$ cat config.mk
export PLATFORM = sky130hd
export DESIGN_NAME = mopshub_adc_poll_scheduler
export DESIGN_NICKNAME = d
export VERILOG_FILES = /design/src/rtl/mopshub_adc_poll_scheduler.sv
export SDC_FILE = /design/constraint.sdc
export NUM_CORES = 1
export LEC_CHECK = 0
export CELL_PAD_IN_SITES_DETAIL_PLACEMENT = 1
export CELL_PAD_IN_SITES_GLOBAL_PLACEMENT = 1
export CORE_ASPECT_RATIO = 0.6
export CORE_MARGIN = 10
export CORE_UTILIZATION = 30
export CTS_BUF_LIST = sky130_fd_sc_hd__clkbuf_16
export DETAILED_ROUTE_END_ITERATION = 8
export PLACE_DENSITY_LB_ADDON = 0.1
export SYNTH_ARGS = -nofsm -noshare
export SYNTH_HDL_FRONTEND = slang
export SYNTH_SLANG_ARGS = --single-unit
$ cat constraint.sdc
create_clock -name clk -period 2.6 [get_ports clk]
set_input_delay 0.52 -clock clk [delete_from_list [all_inputs] [get_ports clk]]
set_output_delay 0.52 -clock clk [all_outputs]
set_load 0.01 [all_outputs]
$ cat src/rtl/mopshub_adc_poll_scheduler.sv
// ADC readout poll scheduler: walks active buses and channels, one request in flight at a time.
// Optional build macro POLL_RETRY_EN: reissue a timed-out request once before declaring it lost.
module mopshub_adc_poll_scheduler #(
    parameter int N_BUS_MAX   = 16,
    parameter int N_CH        = 32,
    parameter int TIMEOUT_CYC = 4000
) (
    input  logic                 clk,
    input  logic                 rst,
    input  logic                 enable,
    input  logic [4:0]           n_buses,
    input  logic [N_BUS_MAX-1:0] bus_mask,
    output logic                 req_valid,
    input  logic                 req_ready,
    output logic [4:0]           req_bus,
    output logic [5:0]           req_ch,
    input  logic                 rsp_valid,
    input  logic [4:0]           rsp_bus,
    output logic                 busy,
    output logic                 sweep_done,
    output logic [7:0]           timeout_cnt,
    output logic [4:0]           err_bus
);

    localparam int              TMR_W    = (TIMEOUT_CYC > 1) ? $clog2(TIMEOUT_CYC) : 1;
    localparam logic [TMR_W-1:0] TMR_LAST = TMR_W'(TIMEOUT_CYC - 1);
    localparam logic [5:0]      CH_LAST  = 6'(N_CH - 1);
    localparam logic [5:0]      BUS_MAX  = 6'(N_BUS_MAX);

    typedef enum logic [2:0] {IDLE, SELECT, REQ, WAIT, NEXT, DONE} state_t;

    state_t             state, state_nxt;
    logic [5:0]         bus, bus_nxt;
    logic [5:0]         ch, ch_nxt;
    logic [TMR_W-1:0]   timer, timer_nxt;
    logic [7:0]         tcnt_nxt;
    logic [4:0]         err_nxt;
    logic [5:0]         n_clamped;
    logic [N_BUS_MAX-1:0] mask_sh;
    logic               mask_bit;
    logic               rsp_match;
    logic               retry_avail;

    function automatic logic [7:0] sat_inc8(input logic [7:0] v);
        return (v == 8'hFF) ? v : v + 8'd1;
    endfunction

    assign n_clamped = ({1'b0, n_buses} > BUS_MAX) ? BUS_MAX : {1'b0, n_buses};
    assign mask_sh   = bus_mask >> bus;
    assign mask_bit  = mask_sh[0];
    assign rsp_match = rsp_valid && (rsp_bus == bus[4:0]);
    assign req_bus   = bus[4:0];
    assign req_ch    = ch;

`ifdef POLL_RETRY_EN
    // Set once the current transaction has used its single retry; cleared per new request.
    logic retry_q;
    always_ff @(posedge clk or negedge rst) begin
        if (!rst) begin
            retry_q <= 1'b0;
        end else if (state == SELECT) begin
            retry_q <= 1'b0;
        end else if (state == WAIT && state_nxt == REQ) begin
            retry_q <= 1'b1;
        end
    end
    assign retry_avail = !retry_q;
`else
    assign retry_avail = 1'b0;
`endif

    always_comb begin
        state_nxt = state;
        bus_nxt   = bus;
        ch_nxt    = ch;
        timer_nxt = timer;
        tcnt_nxt  = timeout_cnt;
        err_nxt   = err_bus;
        case (state)
            IDLE: begin
                if (enable && n_clamped != 6'd0) begin
                    state_nxt = SELECT;
                    bus_nxt   = 6'd0;
                    ch_nxt    = 6'd0;
                end
            end
            SELECT: begin
                if (bus >= n_clamped) begin
                    state_nxt = DONE;
                end else if (!mask_bit) begin
                    bus_nxt = bus + 6'd1;
                    ch_nxt  = 6'd0;
                end else begin
                    state_nxt = REQ;
                end
            end
            REQ: begin
                // An accepted handshake wins over a simultaneous enable drop.
                if (req_valid && req_ready) begin
                    state_nxt = WAIT;
                    timer_nxt = '0;
                end else if (!enable) begin
                    state_nxt = IDLE;
                end
            end
            WAIT: begin
                if (rsp_match) begin
                    state_nxt = NEXT;
                end else if (timer == TMR_LAST) begin
                    if (retry_avail) begin
                        state_nxt = REQ;
                        timer_nxt = '0;
                    end else begin
                        tcnt_nxt  = sat_inc8(timeout_cnt);
                        err_nxt   = bus[4:0];
                        ch_nxt    = CH_LAST;
                        state_nxt = NEXT;
                    end
                end else begin
                    timer_nxt = timer + 1'b1;
                end
            end
            NEXT: begin
                if (!enable) begin
                    state_nxt = IDLE;
                end else begin
                    state_nxt = SELECT;
                    if (ch == CH_LAST) begin
                        ch_nxt  = 6'd0;
                        bus_nxt = bus + 6'd1;
                    end else begin
                        ch_nxt = ch + 6'd1;
                    end
                end
            end
            DONE: begin
                if (enable) begin
                    state_nxt = SELECT;
                    bus_nxt   = 6'd0;
                    ch_nxt    = 6'd0;
                end else begin
                    state_nxt = IDLE;
                end
            end
            default: state_nxt = IDLE;
        endcase
    end

    // Registered outputs are decoded from the next state so they align with the state register.
    always_ff @(posedge clk or negedge rst) begin
        if (!rst) begin
            state       <= IDLE;
            bus         <= 6'd0;
            ch          <= 6'd0;
            timer       <= '0;
            timeout_cnt <= 8'd0;
            err_bus     <= 5'd0;
            req_valid   <= 1'b0;
            busy        <= 1'b0;
            sweep_done  <= 1'b0;
        end else begin
            state       <= state_nxt;
            bus         <= bus_nxt;
            ch          <= ch_nxt;
            timer       <= timer_nxt;
            timeout_cnt <= tcnt_nxt;
            err_bus     <= err_nxt;
            req_valid   <= (state_nxt == REQ);
            busy        <= (state_nxt != IDLE);
            sweep_done  <= (state_nxt == DONE);
        end
    end

endmodule

### Word level (Yosys, flattened, before mapping)

Index checks and enable logic that the tools add are counted.

| storage, ports and cells | value |
|---|---|
| bits in registers | 43 |
| latch bits | 0 |
| bits in writable memories | 0 |
| memory bits (read-only) | 0 |
| bits of input ports | 31 |
| word-level logic and storage cells | 82 |
| memories kept | 0 |

| operators by class | value |
|---|---|
| add/subtract/negate cells | 4 |
| multipliers | 0 |
| divide/modulo/power cells | 0 |
| magnitude comparators | 2 |
| equality and inequality tests | 21 |
| shifts and indexed selects | 1 |
| multiplexer cells | 28 |
| bitwise gates (word level) | 2 |
| reduce and logical (&&, ||, !) cells | 15 |

Operators with widths:

| kind | number |
|---|---|
| 6-bit two-way mux | 12 |
| 12-bit two-way mux | 3 |
| 6-bit one-hot mux with 5 select lines | 1 |
| 12-bit one-hot mux with 2 select lines | 1 |
| 6-bit one-hot mux with 4 select lines | 1 |
| 3-bit two-way mux | 7 |
| 2-bit != test (second input constant) | 10 |
| 16-bit by 6-bit right shift with 1-bit output | 1 |
| 3-bit one-hot mux with 5 select lines | 1 |
| 12-bit by 1-bit adder with 12-bit output (second input constant) | 1 |
| 6-bit by 1-bit adder with 6-bit output (second input constant) | 2 |
| 12-bit equality test (second input constant) | 1 |
| 3-bit by 2-bit equality test with 1-bit output (second input constant) | 3 |
| 3-bit equality test (second input constant) | 3 |
| 8-bit by 1-bit adder with 8-bit output (second input constant) | 1 |
| 8-bit equality test (second input constant) | 1 |
| 4-bit AND reduction | 2 |
| 8-bit AND reduction | 1 |
| 7-bit AND reduction | 1 |
| 6-bit by 5-bit equality test with 1-bit output (second input constant) | 1 |
| 6-bit by 5-bit >= comparator with 1-bit output | 1 |
| 6-bit nonzero test | 1 |
| 5-bit equality test | 1 |
| 5-bit greater-than comparator (second input constant) | 1 |
| 12 further kinds | 15 |

### Longest topological paths before layout

| logic depth | value |
|---|---|
| depth in word-level cells | 7 |
| gate-level depth with buffers | 11 |

### Worst setup path before layout

No wires, ideal clock.

| timing | value |
|---|---|
| kind | reg-to-reg |
| start point | register bus[0] |
| end point | register bus[0] |
| setup time | 125 ps |
| data arrival time | 2,370 ps |
| path slack | 105 ps |
| cell stages (with the launch flop) | 12 |
| buffers on the path | 3 |
| cell sequence | dfrtp_1 -> buf_2 -> buf_4 -> inv_1 -> ha_1 -> nor2b_1 -> o21ai_0 -> a31oi_1 -> o31ai_1 -> or2_2 -> clkbuf_2 -> mux2_2 |

| between the ends | value |
|---|---|
| word-level cells in the longest chain between the ends | 4 |
| elaborated cells between the ends (all ways) | 11 |

Ends and longest elaborated chain:

| item | line | source |
|---|---|---|
| from (decl) | 33 | `logic [5:0] bus, bus_nxt;` |
| from (signal assigned) | 163 | `bus <= bus_nxt;` |
| 6-bit by 1-bit adder with 6-bit output | 91, 130 |  |
| 6-bit two-way mux, on equally long branches | 128, 90 |  |
| 6-bit two-way mux, on equally long branches | 124, 88 |  |
| 6-bit one-hot mux with 4 select lines | 79 | `case (state)` |

Several ways; a longest one is shown, not always the timed one. The select of a mux whose other input is x is not followed.
A chain may end at the register's enable or synchronous reset.

### Worst setup path in the final report

| timing | value |
|---|---|
| start point | register timer[0] |
| end point | register ch[2] (netlist: req_ch[2]) |

| between the ends | value |
|---|---|
| word-level cells in the longest chain between the ends | 3 |

Ends and longest elaborated chain:

| item | line | source |
|---|---|---|
| from (decl) | 35 | `logic [TMR_W-1:0] timer, timer_nxt;` |
| from (signal assigned) | 165 | `timer <= timer_nxt;` |
| 12-bit equality test | 109 | `end else if (timer == TMR_LAST) begin` |
| 2-bit != test (no line) | n/a |  |
| 8-bit AND reduction (no line) | n/a |  |
| to (signal assigned) | 164 | `ch <= ch_nxt;` |
| to (decl) | 34 | `logic [5:0] ch, ch_nxt;` |

Every way passes these cells.

==> flow_summary.yaml <==
place:
  dp_slack_ns: -0.4423
  portBuffers: 57
  dp_cells: 465
  place_hpwl_um: 6654
  gp_congestion: 0.7991
clock_network:
  clock_path_buffers: 2
  cts_root_buf: "clkbuf_16"
  path_clk_slew_ns: 0.07
  htreeDepth: 2
  cts_tree: "done"
  cts_inserted_buffers: 5
  holdBufCountCts: 0
  clock_latency_ns: 0.30
  clock_sinks: 43
floorplan:
  die_area_um2: 13080
  die_height_um: 92.68
  boundaryPins: 58
  core_um2: 8556
  die_x_um: 141.1
  initial_core_util_pct: 30.87
  row_count: 26
route:
  ant_nets: 0
  viasPerCell: 5.086
  drc: 0
  routedWlPerCell_um: 18.18
  wl_um: 8674
  drt_iter0_markers: 139
  dr.pass1.iters: 4
  vias: 2426
worst_setup_path:
  crit_type: "register to register"
  arrival_ns: 2.70
  r2r_slack_ns: 0.08
  start_kind: "register"
  critPathMaxStageDelay_ns: 0.49
  cp_slowest_cell: "or4b_4"
  crit_fanout: 3
  path_cells: "ha_2, nand2_1, or4b_4, o21bai_4, o21a_1, buf_4, or3_4, a221o_1"
  end_kind: "register"
  cp.required_ns: 2.78
  cp_top_family: "simple AND/OR/NAND/NOR gates"
  r2r_end: "req_ch[2]$_DFFE_PN0P_"
  rr_startpoint: "timer[0]$_DFFE_PN0P_"
  reg2regPathDepth: 8
  worst-path-buf-inv: 1
synth:
  yosys.area.top_type: "dfrtp_1"
  syn_area_um2: 2641
  synth_warnings: 0
  yosysSeqAreaShare_pct: 40.74
  ys.flop_type: "dfrtp_1"
  ys_top_cells_by_area: "dfrtp_1 (41%), xnor2_1 (6.3%), ha_1 (4.3%)"
  syn_inst: 274
  synthesis.nets: 314
  yosys-top-cells-count: "dfrtp_1 (43), nand2_1 (27), xnor2_1 (19)"
  netlist.area_leader.share_pct: 40.74
  async_reset_ff_share_pct: 100.0
  synth_cell_types: 49
  ys_ff_latch: 43
  synth.avg_cell_area_um2: 9.640
  yosysMostFrequentCell: "dfrtp_1"
  synth_edf_count: 0
finish:
  n_antenna_cell: 0
  nFillCells: 978
  fin_nets: 404
  layout-drive-gt1-share_pct: 23.01
  post-route-util_pct: 44.90
  layout.cells.non_filler: 477
  area_growth_pct: 45.43
timing:
  tightest_slew_ns: 0.8764
  setup_ws_ns: 0.07956
  setup_viol: 0
  min_period_over_period_pct: 96.94
  finalCriticalPeriod_ns: 2.520
  slew_violations: 0
  max_slew_margin_pct: 41.45
  fin_tns_setup_ns: 0
  skew_ns: 0.005100
  fmax_mhz: 396.8
  hold_viol_final: 0
power:
  swShare_pct: 36.12
  internal_power_mw: 1.784
  switchingPower_mw: 1.009
  clockPowerShare_pct: 27.1
  power_leakage_nw: 1.644
  power.density_nw_per_um2: 727.1
  power_frac_seq_pct: 29.8
  ir_worst_vdd_uv: 274.6
  fin_total_pwr_mw: 2.793
  p_comb_share_pct: 43.0
grt:
  antenna_found_initial: 0
  grt_max_degree: 44
  use_met3_pct: 4.335
  gr-usage-met1_pct: 20.01
  grt_usage_pct: 13.84
  busiest_layer: "met1"
  overflow: 0
  grt_pass1_vias: 2614
  grt_pass1_wl_um: 14400
  gr-usage-met2_pct: 18.97
status:
  run_status: "finished, final reports clean"
min_path:
  hp-class: "input port to asynchronous set/reset pin"
flow_run:
  maxCapViolations: 0
flip-flops by register name (all words and copies together) (netlist names):
signal       cells
busy             1
state            3
sweep_done       1
timer           12
err_bus          5
req_ch           6
bus              6
req_valid        1
timeout_cnt      8
routing by layer:
layer | routed length [um] | vias up
li1 | - | 1176
met1 | 4521 | 1193
met2 | 3485 | 50
met3 | 566 | 7
met4 | 100 | 0
met5 | 0 | -
timing repair:
item,4_1_cts,5_1_grt
gates resized for setup,10,9
pin swaps,3,3
buffers inserted,1,3
cloned,0,0
setup endpoints to repair,11,12
cells by family (layout without fill, tap and decap cells):
kind of cell	after synthesis	count (layout)	share of synthesized area, %
compound gates	59	59	16.25
fa+ha+maj	9	9	4.263
buf+inv	26	117	4.784
flops	43	43	40.74
xor+xnor	20	20	6.632
mux	19	19	7.627
simple gates	98	98	19.71
cell type report:
type	instances	area [um^2]	share of cell area, %
multi-input combinational	205	1519	39.54
clock buffer	5	125.1	3.257
timing repair buffer	98	892.1	23.22
clock inverter	3	47.55	1.238
sequential	43	1076	28.01
tap	112	140.1	3.648
inverter	11	41.29	1.075
stage by stage:
step	area [um^2]	hold WS (ns)
after global routing	3841	0.2242
after detailed placement	3552	0.4869
final	3841	0.1924
after floorplan	2641	0.2244
after global placement	3552	0.4780
after CTS	3787	0.2006
power by group through the flow:
| stage | combinational (mW) | clock, mW | sequential, mW |
|---|---|---|---|
| floorplan | 0.612 | 0 | 0.842 |
| global placement | 1.10 | 0 | 0.837 |
| detailed placement | 1.12 | 0 | 0.837 |
| CTS | 1.18 | 0.776 | 0.831 |
| global route | 1.33 | 0.807 | 0.847 |
| finish | 1.20 | 0.758 | 0.833 |
worst max-delay path by stage:
| stage | to | from | slack [ns] | cells after the start |
|---|---|---|---|---|
| after floorplan | bus[0]$_DFFE_PN0P_ | bus[0]$_DFFE_PN0P_ | 0.11 | 11 |
| after global placement | bus[2]$_DFFE_PN0P_ | n_buses[4] | -0.39 | 10 |
| after detailed placement | bus[3]$_DFFE_PN0P_ | n_buses[4] | -0.44 | 9 |
| after CTS | req_ch[2]$_DFFE_PN0P_ | n_buses[4] | 0.004 | 8 |
| after global routing | req_ch[2]$_DFFE_PN0P_ | timer[0]$_DFFE_PN0P_ | -0.01 | 8 |
| final | req_ch[2]$_DFFE_PN0P_ | timer[0]$_DFFE_PN0P_ | 0.08 | 8 |
worst reg2reg max path, cell delays in order (launching register included):
cell      delay, ns
dfrtp_1        0.37
ha_2           0.20
nand2_1        0.05
or4b_4         0.49
o21bai_4       0.21
o21a_1         0.19
buf_4          0.14
or3_4          0.39
a221o_1        0.36
cell usage in the layout, fill, tap and decap left out, types with 8 or more instances in the layout:
cell	n
buf_4	39
ha_1	8
nand4_1	8
dfrtp_1	43
nand3_1	9
nor2_1	17
mux2i_1	10
inv_1	10
nand2_1	27
o21ai_0	13
mux2_2	9
clkdlybuf4s50_1	55
xnor2_1	19
No activity file was read; power rests on OpenSTA's default activity.
